## config.mk

```make
export PLATFORM = sky130hd
export DESIGN_NAME = mem1_lsu_stage
export DESIGN_NICKNAME = d
export VERILOG_FILES = /design/src/rtl/lsu_pkg.sv /design/src/rtl/mem1_lsu_stage_load_align.sv /design/src/rtl/mem1_lsu_stage.sv
export SDC_FILE = /design/constraint.sdc
export NUM_CORES = 1
export LEC_CHECK = 0
export CAP_MARGIN = 20
export CORE_ASPECT_RATIO = 0.7
export CORE_MARGIN = 10
export CORE_UTILIZATION = 50
export DETAILED_ROUTE_END_ITERATION = 12
export GPL_TIMING_DRIVEN = 0
export MAX_ROUTING_LAYER = met4
export PLACE_DENSITY_LB_ADDON = 0.05
export SETUP_SLACK_MARGIN = 0.5
export SLEW_MARGIN = 15
export SYNTH_ARGS = -nofsm -noshare
export SYNTH_HDL_FRONTEND = slang
export SYNTH_SLANG_ARGS = --single-unit
```

## constraint.sdc

```tcl
create_clock -name clk -period 4.8 [get_ports clk]
set_input_delay 0.48 -clock clk [delete_from_list [all_inputs] [get_ports clk]]
set_output_delay 0.48 -clock clk [all_outputs]
set_load 0.05 [all_outputs]
```

## src/rtl/lsu_pkg.sv

```systemverilog
// Shared definitions for the MEM1 load/store stage: RISC-V funct3 size/sign codes,
// the access FSM state encoding and byte-mask helpers.
package lsu_pkg;

    localparam logic [2:0] F3_LB  = 3'b000;
    localparam logic [2:0] F3_LH  = 3'b001;
    localparam logic [2:0] F3_LW  = 3'b010;
    localparam logic [2:0] F3_LD  = 3'b011;
    localparam logic [2:0] F3_LBU = 3'b100;
    localparam logic [2:0] F3_LHU = 3'b101;
    localparam logic [2:0] F3_LWU = 3'b110;
    localparam logic [2:0] F3_SB  = 3'b000;
    localparam logic [2:0] F3_SH  = 3'b001;
    localparam logic [2:0] F3_SW  = 3'b010;
    localparam logic [2:0] F3_SD  = 3'b011;

    typedef enum logic [1:0] {
        ST_IDLE = 2'd0,
        ST_REQ  = 2'd1,
        ST_WAIT = 2'd2
    } lsu_state_e;

    // Byte-enable pattern for an access of 1/2/4/8 bytes (size code 0..3).
    function automatic logic [7:0] size_mask(input logic [1:0] sz);
        logic [7:0] m;
        case (sz)
            2'd0:    m = 8'h01;
            2'd1:    m = 8'h03;
            2'd2:    m = 8'h0F;
            2'd3:    m = 8'hFF;
            default: m = 8'h01;
        endcase
        return m;
    endfunction

    function automatic logic [2:0] size_m1(input logic [1:0] sz);
        logic [2:0] r;
        case (sz)
            2'd0:    r = 3'd0;
            2'd1:    r = 3'd1;
            2'd2:    r = 3'd3;
            2'd3:    r = 3'd7;
            default: r = 3'd0;
        endcase
        return r;
    endfunction

endpackage

```

## src/rtl/mem1_lsu_stage_load_align.sv

```systemverilog
// Load data aligner: shifts the addressed bytes of an SRAM word down to bit 0 and
// sign- or zero-extends them to XLEN according to funct3.
module lsu_load_align #(
    parameter int XLEN   = 64,
    parameter int DATA_W = 64
) (
    input  logic [DATA_W-1:0]              rdata_i,
    input  logic [$clog2(DATA_W/8)-1:0]    offset_i,
    input  logic [2:0]                     funct3_i,
    output logic [XLEN-1:0]                value_o
);
    import lsu_pkg::*;

    logic [XLEN-1:0] sh_s;

    assign sh_s = XLEN'(rdata_i >> {offset_i, 3'b000});

    // Size/sign selection; a doubleword on a 32-bit core degenerates to the full word.
    always_comb begin
        value_o = '0;
        case (funct3_i)
            F3_LB:   value_o = XLEN'($signed(sh_s[7:0]));
            F3_LBU:  value_o = XLEN'(sh_s[7:0]);
            F3_LH:   value_o = XLEN'($signed(sh_s[15:0]));
            F3_LHU:  value_o = XLEN'(sh_s[15:0]);
            F3_LW:   value_o = XLEN'($signed(sh_s[31:0]));
            F3_LWU:  value_o = XLEN'(sh_s[31:0]);
            F3_LD:   value_o = sh_s;
            default: value_o = '0;
        endcase
    end

endmodule

```

## src/rtl/mem1_lsu_stage.sv

```systemverilog
// MEM1 stage: registers the EX op, runs the req/gnt/rvalid SRAM handshake and feeds MEM2.
// Optional build macro MISALIGN_TRAP_EN turns misaligned accesses into an out_excp result.
module mem1_lsu_stage #(
    parameter int XLEN   = 64,
    parameter int DATA_W = 64,
    parameter int ADDR_W = 32,
    parameter int REG_AW = 5
) (
    input  logic                  clk,
    input  logic                  rst_n,
    input  logic                  flush,
    input  logic                  stall_in,
    output logic                  stall_req,
    input  logic                  in_valid,
    input  logic                  in_is_load,
    input  logic                  in_is_store,
    input  logic [2:0]            in_funct3,
    input  logic [ADDR_W-1:0]     in_addr,
    input  logic [XLEN-1:0]       in_wdata,
    input  logic [REG_AW-1:0]     in_rd,
    input  logic                  in_rd_we,
    output logic                  sram_req,
    output logic                  sram_we,
    output logic [ADDR_W-1:0]     sram_addr,
    output logic [DATA_W/8-1:0]   sram_wstrb,
    output logic [DATA_W-1:0]     sram_wdata,
    input  logic                  sram_gnt,
    input  logic                  sram_rvalid,
    input  logic [DATA_W-1:0]     sram_rdata,
    output logic                  out_valid,
    output logic [REG_AW-1:0]     out_rd,
    output logic                  out_rd_we,
    output logic [XLEN-1:0]       out_wdata,
    output logic                  out_excp
);
    import lsu_pkg::*;

    localparam int STRB_W = DATA_W / 8;
    localparam int OFF_W  = $clog2(STRB_W);

    lsu_state_e          state_q;
    logic                kill_q;
    logic [2:0]          f3_q;
    logic [OFF_W-1:0]    off_q;
    logic [REG_AW-1:0]   rd_q;
    logic                rd_we_q;
    logic                sram_req_q, sram_we_q;
    logic [ADDR_W-1:0]   sram_addr_q;
    logic [STRB_W-1:0]   sram_wstrb_q;
    logic [DATA_W-1:0]   sram_wdata_q;
    logic                out_valid_q, out_rd_we_q, out_excp_q;
    logic [REG_AW-1:0]   out_rd_q;
    logic [XLEN-1:0]     out_wdata_q;
    logic                hold_full_q, hold_rd_we_q, hold_excp_q;
    logic [REG_AW-1:0]   hold_rd_q;
    logic [XLEN-1:0]     hold_wdata_q;

    logic [1:0]          st_sz_s, ld_sz_s, sz_s;
    logic [OFF_W-1:0]    off_raw_s, off_al_s, m1_s;
    logic [STRB_W-1:0]   wstrb_s;
    logic [DATA_W-1:0]   wdata_rep_s;
    logic [63:0]         wd64_s;
    logic [ADDR_W-1:0]   addr_al_s;
    logic [XLEN-1:0]     ld_val_s;
    logic                is_mem_s, misal_s, accept_s, start_mem_s;
    logic                comp_valid_s, comp_rd_we_s, comp_excp_s;
    logic [REG_AW-1:0]   comp_rd_s;
    logic [XLEN-1:0]     comp_wdata_s;

    // Access size from funct3; doublewords shrink to words on a 32-bit core.
    always_comb begin
        st_sz_s = 2'd0;
        ld_sz_s = 2'd0;
        case (in_funct3)
            F3_SB:   st_sz_s = 2'd0;
            F3_SH:   st_sz_s = 2'd1;
            F3_SW:   st_sz_s = 2'd2;
            F3_SD:   st_sz_s = (XLEN == 32) ? 2'd2 : 2'd3;
            default: st_sz_s = 2'd0;
        endcase
        case (in_funct3)
            F3_LB, F3_LBU: ld_sz_s = 2'd0;
            F3_LH, F3_LHU: ld_sz_s = 2'd1;
            F3_LW, F3_LWU: ld_sz_s = 2'd2;
            F3_LD:         ld_sz_s = (XLEN == 32) ? 2'd2 : 2'd3;
            default:       ld_sz_s = 2'd0;
        endcase
    end

    assign sz_s      = in_is_store ? st_sz_s : ld_sz_s;
    assign is_mem_s  = in_is_load | in_is_store;
    assign off_raw_s = in_addr[OFF_W-1:0];
    assign m1_s      = OFF_W'(size_m1(sz_s));
    assign addr_al_s = {in_addr[ADDR_W-1:OFF_W], {OFF_W{1'b0}}};

`ifdef MISALIGN_TRAP_EN
    assign misal_s  = is_mem_s & (|(off_raw_s & m1_s));
    assign off_al_s = off_raw_s;
`else
    assign misal_s  = 1'b0;
    assign off_al_s = off_raw_s & ~m1_s;
`endif

    assign wstrb_s = STRB_W'(size_mask(sz_s)) << off_al_s;
    assign wd64_s  = 64'(in_wdata);

    // Replicate the low store bytes across every lane of the SRAM word.
    always_comb begin
        wdata_rep_s = '0;
        for (int i = 0; i < STRB_W; i++) begin
            wdata_rep_s[8*i +: 8] = wd64_s[8*(i & int'(size_m1(st_sz_s))) +: 8];
        end
    end

    assign accept_s    = (state_q == ST_IDLE) & in_valid & ~stall_in & ~flush & ~hold_full_q;
    assign start_mem_s = accept_s & is_mem_s & ~misal_s;
    assign stall_req   = start_mem_s | (state_q != ST_IDLE) | hold_full_q;

    lsu_load_align #(
        .XLEN   (XLEN),
        .DATA_W (DATA_W)
    ) u_align (
        .rdata_i  (sram_rdata),
        .offset_i (off_q),
        .funct3_i (f3_q),
        .value_o  (ld_val_s)
    );

    // Result produced this cycle, if any; killed accesses finish on the bus but report nothing.
    always_comb begin
        comp_valid_s = 1'b0;
        comp_rd_s    = '0;
        comp_rd_we_s = 1'b0;
        comp_wdata_s = '0;
        comp_excp_s  = 1'b0;
        case (state_q)
            ST_IDLE: begin
                if (accept_s && !is_mem_s) begin
                    comp_valid_s = 1'b1;
                    comp_rd_s    = in_rd;
                    comp_rd_we_s = in_rd_we;
                    comp_wdata_s = in_wdata;
                end else if (accept_s && misal_s) begin
                    comp_valid_s = 1'b1;
                    comp_rd_s    = in_rd;
                    comp_excp_s  = 1'b1;
                end else begin
                    comp_valid_s = 1'b0;
                end
            end
            ST_REQ: begin
                if (sram_gnt && sram_we_q) begin
                    comp_valid_s = ~(kill_q | flush);
                    comp_rd_s    = rd_q;
                end else begin
                    comp_valid_s = 1'b0;
                end
            end
            ST_WAIT: begin
                if (sram_rvalid) begin
                    comp_valid_s = ~(kill_q | flush);
                    comp_rd_s    = rd_q;
                    comp_rd_we_s = rd_we_q;
                    comp_wdata_s = ld_val_s;
                end else begin
                    comp_valid_s = 1'b0;
                end
            end
            default: comp_valid_s = 1'b0;
        endcase
    end

    // Access FSM; request fields are frozen from issue until the grant.
    always_ff @(posedge clk or negedge rst_n) begin
        if (!rst_n) begin
            state_q      <= ST_IDLE;
            kill_q       <= 1'b0;
            f3_q         <= 3'd0;
            off_q        <= '0;
            rd_q         <= '0;
            rd_we_q      <= 1'b0;
            sram_req_q   <= 1'b0;
            sram_we_q    <= 1'b0;
            sram_addr_q  <= '0;
            sram_wstrb_q <= '0;
            sram_wdata_q <= '0;
        end else begin
            case (state_q)
                ST_IDLE: begin
                    if (start_mem_s) begin
                        state_q      <= ST_REQ;
                        kill_q       <= 1'b0;
                        f3_q         <= in_funct3;
                        off_q        <= off_al_s;
                        rd_q         <= in_rd;
                        rd_we_q      <= in_rd_we;
                        sram_req_q   <= 1'b1;
                        sram_we_q    <= in_is_store;
                        sram_addr_q  <= addr_al_s;
                        sram_wstrb_q <= in_is_store ? wstrb_s : '0;
                        sram_wdata_q <= in_is_store ? wdata_rep_s : '0;
                    end
                end
                ST_REQ: begin
                    if (flush) kill_q <= 1'b1;
                    if (sram_gnt) begin
                        state_q      <= sram_we_q ? ST_IDLE : ST_WAIT;
                        sram_req_q   <= 1'b0;
                        sram_we_q    <= 1'b0;
                        sram_addr_q  <= '0;
                        sram_wstrb_q <= '0;
                        sram_wdata_q <= '0;
                    end
                end
                ST_WAIT: begin
                    if (flush) kill_q <= 1'b1;
                    if (sram_rvalid) state_q <= ST_IDLE;
                end
                default: state_q <= ST_IDLE;
            endcase
        end
    end

    // MEM2 output register with a one-entry hold buffer for results finishing under stall_in.
    always_ff @(posedge clk or negedge rst_n) begin
        if (!rst_n) begin
            out_valid_q  <= 1'b0;
            out_rd_q     <= '0;
            out_rd_we_q  <= 1'b0;
            out_wdata_q  <= '0;
            out_excp_q   <= 1'b0;
            hold_full_q  <= 1'b0;
            hold_rd_q    <= '0;
            hold_rd_we_q <= 1'b0;
            hold_wdata_q <= '0;
            hold_excp_q  <= 1'b0;
        end else if (!stall_in) begin
            if (hold_full_q) begin
                out_valid_q <= 1'b1;
                out_rd_q    <= hold_rd_q;
                out_rd_we_q <= hold_rd_we_q;
                out_wdata_q <= hold_wdata_q;
                out_excp_q  <= hold_excp_q;
                hold_full_q <= 1'b0;
            end else begin
                out_valid_q <= comp_valid_s;
                out_rd_q    <= comp_rd_s;
                out_rd_we_q <= comp_rd_we_s;
                out_wdata_q <= comp_wdata_s;
                out_excp_q  <= comp_excp_s;
            end
        end else if (comp_valid_s) begin
            hold_full_q  <= 1'b1;
            hold_rd_q    <= comp_rd_s;
            hold_rd_we_q <= comp_rd_we_s;
            hold_wdata_q <= comp_wdata_s;
            hold_excp_q  <= comp_excp_s;
        end
    end

    assign sram_req   = sram_req_q;
    assign sram_we    = sram_we_q;
    assign sram_addr  = sram_addr_q;
    assign sram_wstrb = sram_wstrb_q;
    assign sram_wdata = sram_wdata_q;
    assign out_valid  = out_valid_q;
    assign out_rd     = out_rd_q;
    assign out_rd_we  = out_rd_we_q;
    assign out_wdata  = out_wdata_q;
    assign out_excp   = out_excp_q;

endmodule

```

### After elaboration in Yosys (flattened, before gate mapping)

Cells that the tools add are included.

| storage, ports and cells | value |
|---|---|
| flip-flop bits (word level) | 263 |
| output and inout port bits | 179 |

| operators by class | value |
|---|---|
| equality and inequality tests | 24 |
| shift-type cells | 9 |
| muxes and demuxes | 51 |
| bitwise operators | 15 |
| reductions and logical operators | 18 |

Operators by type and width:

| operator | count |
|---|---|
| $pmux 64 s7 | 1 |
| $mux 64 | 6 |
| $pmux 64 s2 | 2 |
| $shiftx 64x7->8 | 4 |
| $shiftx 64x6->8 | 2 |
| $mux 32 | 2 |
| $pmux 32 s2 | 1 |
| $shiftx 64x5->8 | 1 |
| $shr 64x6->64 | 1 |
| $pmux 8 s4 | 1 |
| $mux 8 | 3 |
| $pmux 3 s4 | 2 |
| $mux 5 | 4 |
| $pmux 2 s3 | 3 |
| $pmux 8 s2 | 1 |
| $eq 3x3->1 const B | 5 |
| $pmux 5 s3 | 1 |
| $mux 1 | 14 |
| $eq 3x2->1 const B | 4 |
| $eq 2x2->1 const B | 5 |
| $mux 2 | 5 |
| $reduce_and 3->1 | 3 |
| $pmux 1 s2 | 4 |
| $shl 8x3->8 | 1 |
| 17 further kinds | 41 |

### Depth between registers and ports, before layout

| depth | value |
|---|---|
| depth in word-level cells | 12 |
| depth in mapped cells | 11 |
| gate-level depth less buffers | 8 |

### Modules after synthesis

Synthesis repeated with hierarchy kept, for this count alone.

| second synthesis, totals | value |
|---|---|
| cells, all modules | 1453 |
| area total of the unflattened synthesis | 14333.7 um^2 |

By module, submodules not included:

| module | instances | cells an instance | area an instance (um^2) |
|---|---|---|---|
| mem1_lsu_stage | 1 | 1146 | 12187.9 |
| lsu_load_align | 1 | 307 | 2145.8 |

### Least setup slack after synthesis

No wires, ideal clock.

| timing path | value |
|---|---|
| path kind | input to output |
| from | in stall_in |
| to | out stall_req |
| data arrival time | 2077 ps |
| data required time | 4320 ps |
| setup slack | 2243 ps |
| stages on the path | 6 |
| buffers on the path | 3 |
| cells stage by stage | or2_1 buf_2 or4_1 clkbuf_1 clkbuf_1 nand3b_1 |

| on the way | value |
|---|---|
| longest elaborated chain between the ends | 7 |

RTL lines:

| what | RTL line | RTL |
|---|---|---|
| start, declared | mem1_lsu_stage.sv:12 | `input logic stall_in,` |
| $not 1->1 | mem1_lsu_stage.sv:115 | `assign accept_s = (state_q == ST_IDLE) & in_valid & ~stall_in & ~flush & ~hold_full_q;` |
| $and 1x1->1 (3 in series) | mem1_lsu_stage.sv:115 |  |
| $and 1x1->1 | mem1_lsu_stage.sv:116 | `assign start_mem_s = accept_s & is_mem_s & ~misal_s;` |
| $or 1x1->1 (2 in series) | mem1_lsu_stage.sv:117 | `assign stall_req = start_mem_s \| (state_q != ST_IDLE) \| hold_full_q;` |
| end, declared | mem1_lsu_stage.sv:13 | `output logic stall_req,` |

No other way between the ends.

### Final worst setup path

| timing path | value |
|---|---|
| from | reg state_q[1] |
| to | out stall_req |

| on the way | value |
|---|---|
| longest elaborated chain between the ends | 8 |

RTL lines:

| what | RTL line | RTL |
|---|---|---|
| start, declared | mem1_lsu_stage.sv:41 | `lsu_state_e state_q;` |
| start signal, assigned | mem1_lsu_stage.sv:207 | `state_q <= sram_we_q ? ST_IDLE : ST_WAIT;` |
| $logic_not 2->1 | mem1_lsu_stage.sv:115 |  |
| $and 1x1->1 (4 in series) | mem1_lsu_stage.sv:115 |  |
| $and 1x1->1 | mem1_lsu_stage.sv:116 |  |
| $or 1x1->1 (*) (2 in series) | mem1_lsu_stage.sv:117 |  |

Every way passes the cells marked *; elsewhere a longest branch is shown, timed or not.

==> results.py <==
metrics = {
    "synth": {
        "synth_edf_count": 0,
        "synthDistinctLibCells": 57,
        "synth-seq-cells": 260,
        "synth-seq-area-share_pct": 48.6,
        "syn_area_mm2": 0.0134,
        "avgSynthCellArea_um2": 9.84,
        "ys_async_sr_fraction_pct": 100,
        "yosys_warnings": 0,
        "syn_inst": 1360,
        "synthFlopType": "dfrtp_1",
    },
    "clock_network": {
        "cts_made_buffers": 26,
        "clk_pin_slew_ps": 60,
        "ctsLongestPathBuffers": 3,
        "htreeDepth": 1,
        "post_cts_buffers": 0,
        "cts_resized": 0,
        "ctsRootBufferMaster": "clkbuf_16",
        "holdBufCountCts": 1,
        "cts_sinks": 260,
        "clk_latency_ps": 560,
        "cts_tree": "done",
    },
    "detailed_routing": {
        "num_vias": 14000,
        "vias_per_cell": 6.55,
        "ant_nets": 0,
        "totalWireLength_um": 64000,
        "wl_per_cell_um": 30.0,
        "firstDrtPassIters": 5,
        "drt-initial-drc-count": 1750,
        "drc": 0,
    },
    "grt": {
        "antenna_found_initial": 4,
        "grt_overflow_total": 0,
        "grt_pass1_vias": 13600,
        "grt_max_degree": 102,
        "grt_pass1_wl_um": 92200,
        "grt.total_usage_pct": 37.5,
    },
    "sta": {
        "clock_skew_ps": 16.8,
        "fmax_ghz": 0.248,
        "fin_crit_ps": 4040,
        "setup_viol": 0,
        "setup_ws_ps": 763,
        "hold-worst-slack_ps": 335,
        "period_share_pct": 84.1,
        "maxSlewHeadroom_pct": 28.8,
        "rsz0062_at_grt": "false",
        "worst_pin_slew_ps": 1060,
        "final_max_slew_viol_count": 0,
        "tns_ps": 0,
        "finalHoldViolCount": 0,
    },
    "floorplanning": {
        "die-area_mm2": 0.0338,
        "rows": 50,
        "die_width_um": 216,
        "coreArea_mm2": 0.0265,
        "pin_count": 357,
        "die_y_um": 157,
        "initial_utilization_pct": 50.5,
    },
    "place": {
        "dp_slack_ps": 843,
        "numPortBuffers": 350,
        "dp_hpwl_um": 50700,
        "place_congestion": 1.11,
        "placed_cells": 2079,
    },
    "pwr": {
        "powerDensity_mw_per_mm2": 527,
        "leakagePower_uw": 0.00777,
        "vdd_drop_max_uv": 382,
        "p_total_uw": 9650,
    },
    "min_path": {
        "hold_path.class": "input port to flip-flop",
    },
    "setup_path": {
        "cp_data_arrival_time_ps": 3560,
        "cp_max_fo": 10,
        "endpoint_kind": "output pin",
        "path_class": "flip-flop to output pin",
        "start_kind": "flip-flop",
        "required_ps": 4320,
    },
    "flow_run": {
        "drv_cap": 0,
    },
    "cells_and_area": {
        "syn_to_final_growth_pct": 36.8,
        "drive_above_1_share_pct": 7.15,
        "nNetsFinal": 1929,
        "fin_cells": 2132,
    },
    "outcome": {
        "status": "complete, no violations",
    },
}
## routing by layer
| layer | vias up | share of wire [%] | global-route usage [%] |
|---|---|---|---|
| li1 | 5766 | - | - |
| met1 | 6902 | 40 | 48.9 |
| met2 | 1111 | 43 | 54.5 |
| met3 | 190 | 13 | 12.2 |
| met4 | 0 | 3.8 | 12.3 |
| met5 | - | 0 | - |
## report_power, final
group	switching [uW]	total [uW]	internal [uW]	leakage [uW]
sequential	302	2940	2640	0.00348
combinational	3020	4560	1540	0.00386
clock	899	2150	1250	0.000428
## flip-flops by register name, indices dropped and copies added (netlist names), 5 cells and up
name          flops
out_rd            5
sram_addr        29
sram_wstrb        8
hold_wdata_q     64
out_wdata        64
sram_wdata       64
rd_q              5
hold_rd_q         5
## through the flow
step / area [um2] / utilization, %
2_1_floorplan: 13400 / -
3_3_place_gp: 17400 / 65.4
3_5_place_dp: 17400 / 65.6
4_1_cts: 18300 / 69.0
5_1_grt: 18300 / 69.0
6_report: 18300 / 69.0
## synthesized netlist by cell type (all sizes together) (7+ instances only)
cell type | n | area [um2]
and2 | 15 | 93.8
a22oi | 39 | 293
nor2 | 91 | 342
and3 | 14 | 87.6
mux2i | 86 | 861
a311oi | 10 | 87.6
buf | 39 | 234
inv | 8 | 30.0
o31ai | 10 | 120
mux2 | 10 | 113
a22o | 62 | 543
nand2 | 217 | 815
clkbuf | 82 | 308
mux4 | 14 | 315
o21ai | 114 | 571
a221o | 16 | 160
nand3 | 17 | 85.1
a221oi | 28 | 277
and4 | 7 | 61.3
nor2b | 13 | 81.3
dfrtp | 260 | 6510
a211oi | 28 | 255
o22ai | 35 | 219
a21oi | 85 | 433
## worst max-delay path: stages, from the launching register on
cell	delay (ps)
dfrtp_1	440
inv_1	130
ha_1	320
nand2_1	180
or4_1	480
clkbuf_1	180
clkbuf_1	290
nand3b_1	160
clkdlybuf4s50_1	820
## final timing paths
path | from | slack [ps] | depth (start not counted) | end
max in group asynchronous | rst_n | 3370 | 3 | out_wdata[19]$_DFFE_PN0N_
worst max register to register | state_q[1]$_DFFE_PN0P_ | 1070 | 8 | out_wdata[10]$_DFFE_PN0N_
worst max-delay path | state_q[1]$_DFFE_PN0P_ | 760 | 8 | stall_req
min in group asynchronous | rst_n | 490 | 2 | sram_wdata[46]$_DFFE_PN0P_
worst min register to register | hold_rd_we_q$_DFFE_PN0P_ | 480 | 2 | hold_rd_we_q$_DFFE_PN0P_
worst min-delay path | in_funct3[1] | 340 | 3 | f3_q[1]$_DFFE_PN0P_
## final cells by class
| cell class | instances | area (um2) |
|---|---|---|
| plain buffers | 121 | 542 |
| clock inverters | 7 | 110 |
| inverters | 9 | 33.8 |
| flip-flops and latches | 260 | 6510 |
| repair buffers | 355 | 3580 |
| well taps | 364 | 455 |
| fillers | 1974 | 8210 |
| diodes | 5 | 12.5 |
| multi-input cells | 973 | 6310 |
| clock buffers | 38 | 757 |
## kinds of logic after synthesis
family,Yosys count,share of synthesized area [%]
buffers and inverters,130,4.30
adders and majority gates,5,0.467
and+or+nand+nor,396,12.9
DFF,260,48.6
muxes,110,9.63
other,1,0.0280
AOI/OAI and AO/OA,458,24.0
## placed cells by master, fill, tap and decap left out, drive strengths merged, types with 39 or more instances in the layout
| cell | synthesis | routed |
|---|---|---|
| o21ai | 114 | 114 |
| dfrtp | 260 | 260 |
| a22o | 62 | 62 |
| a21oi | 85 | 85 |
| nand2 | 217 | 217 |
| nor2 | 91 | 91 |
| clkdlybuf4s50 | 0 | 349 |
| mux2i | 86 | 86 |
| buf | 39 | 43 |
| a22oi | 39 | 39 |
| clkbuf | 82 | 121 |
(Power assumes the default switching activity.)
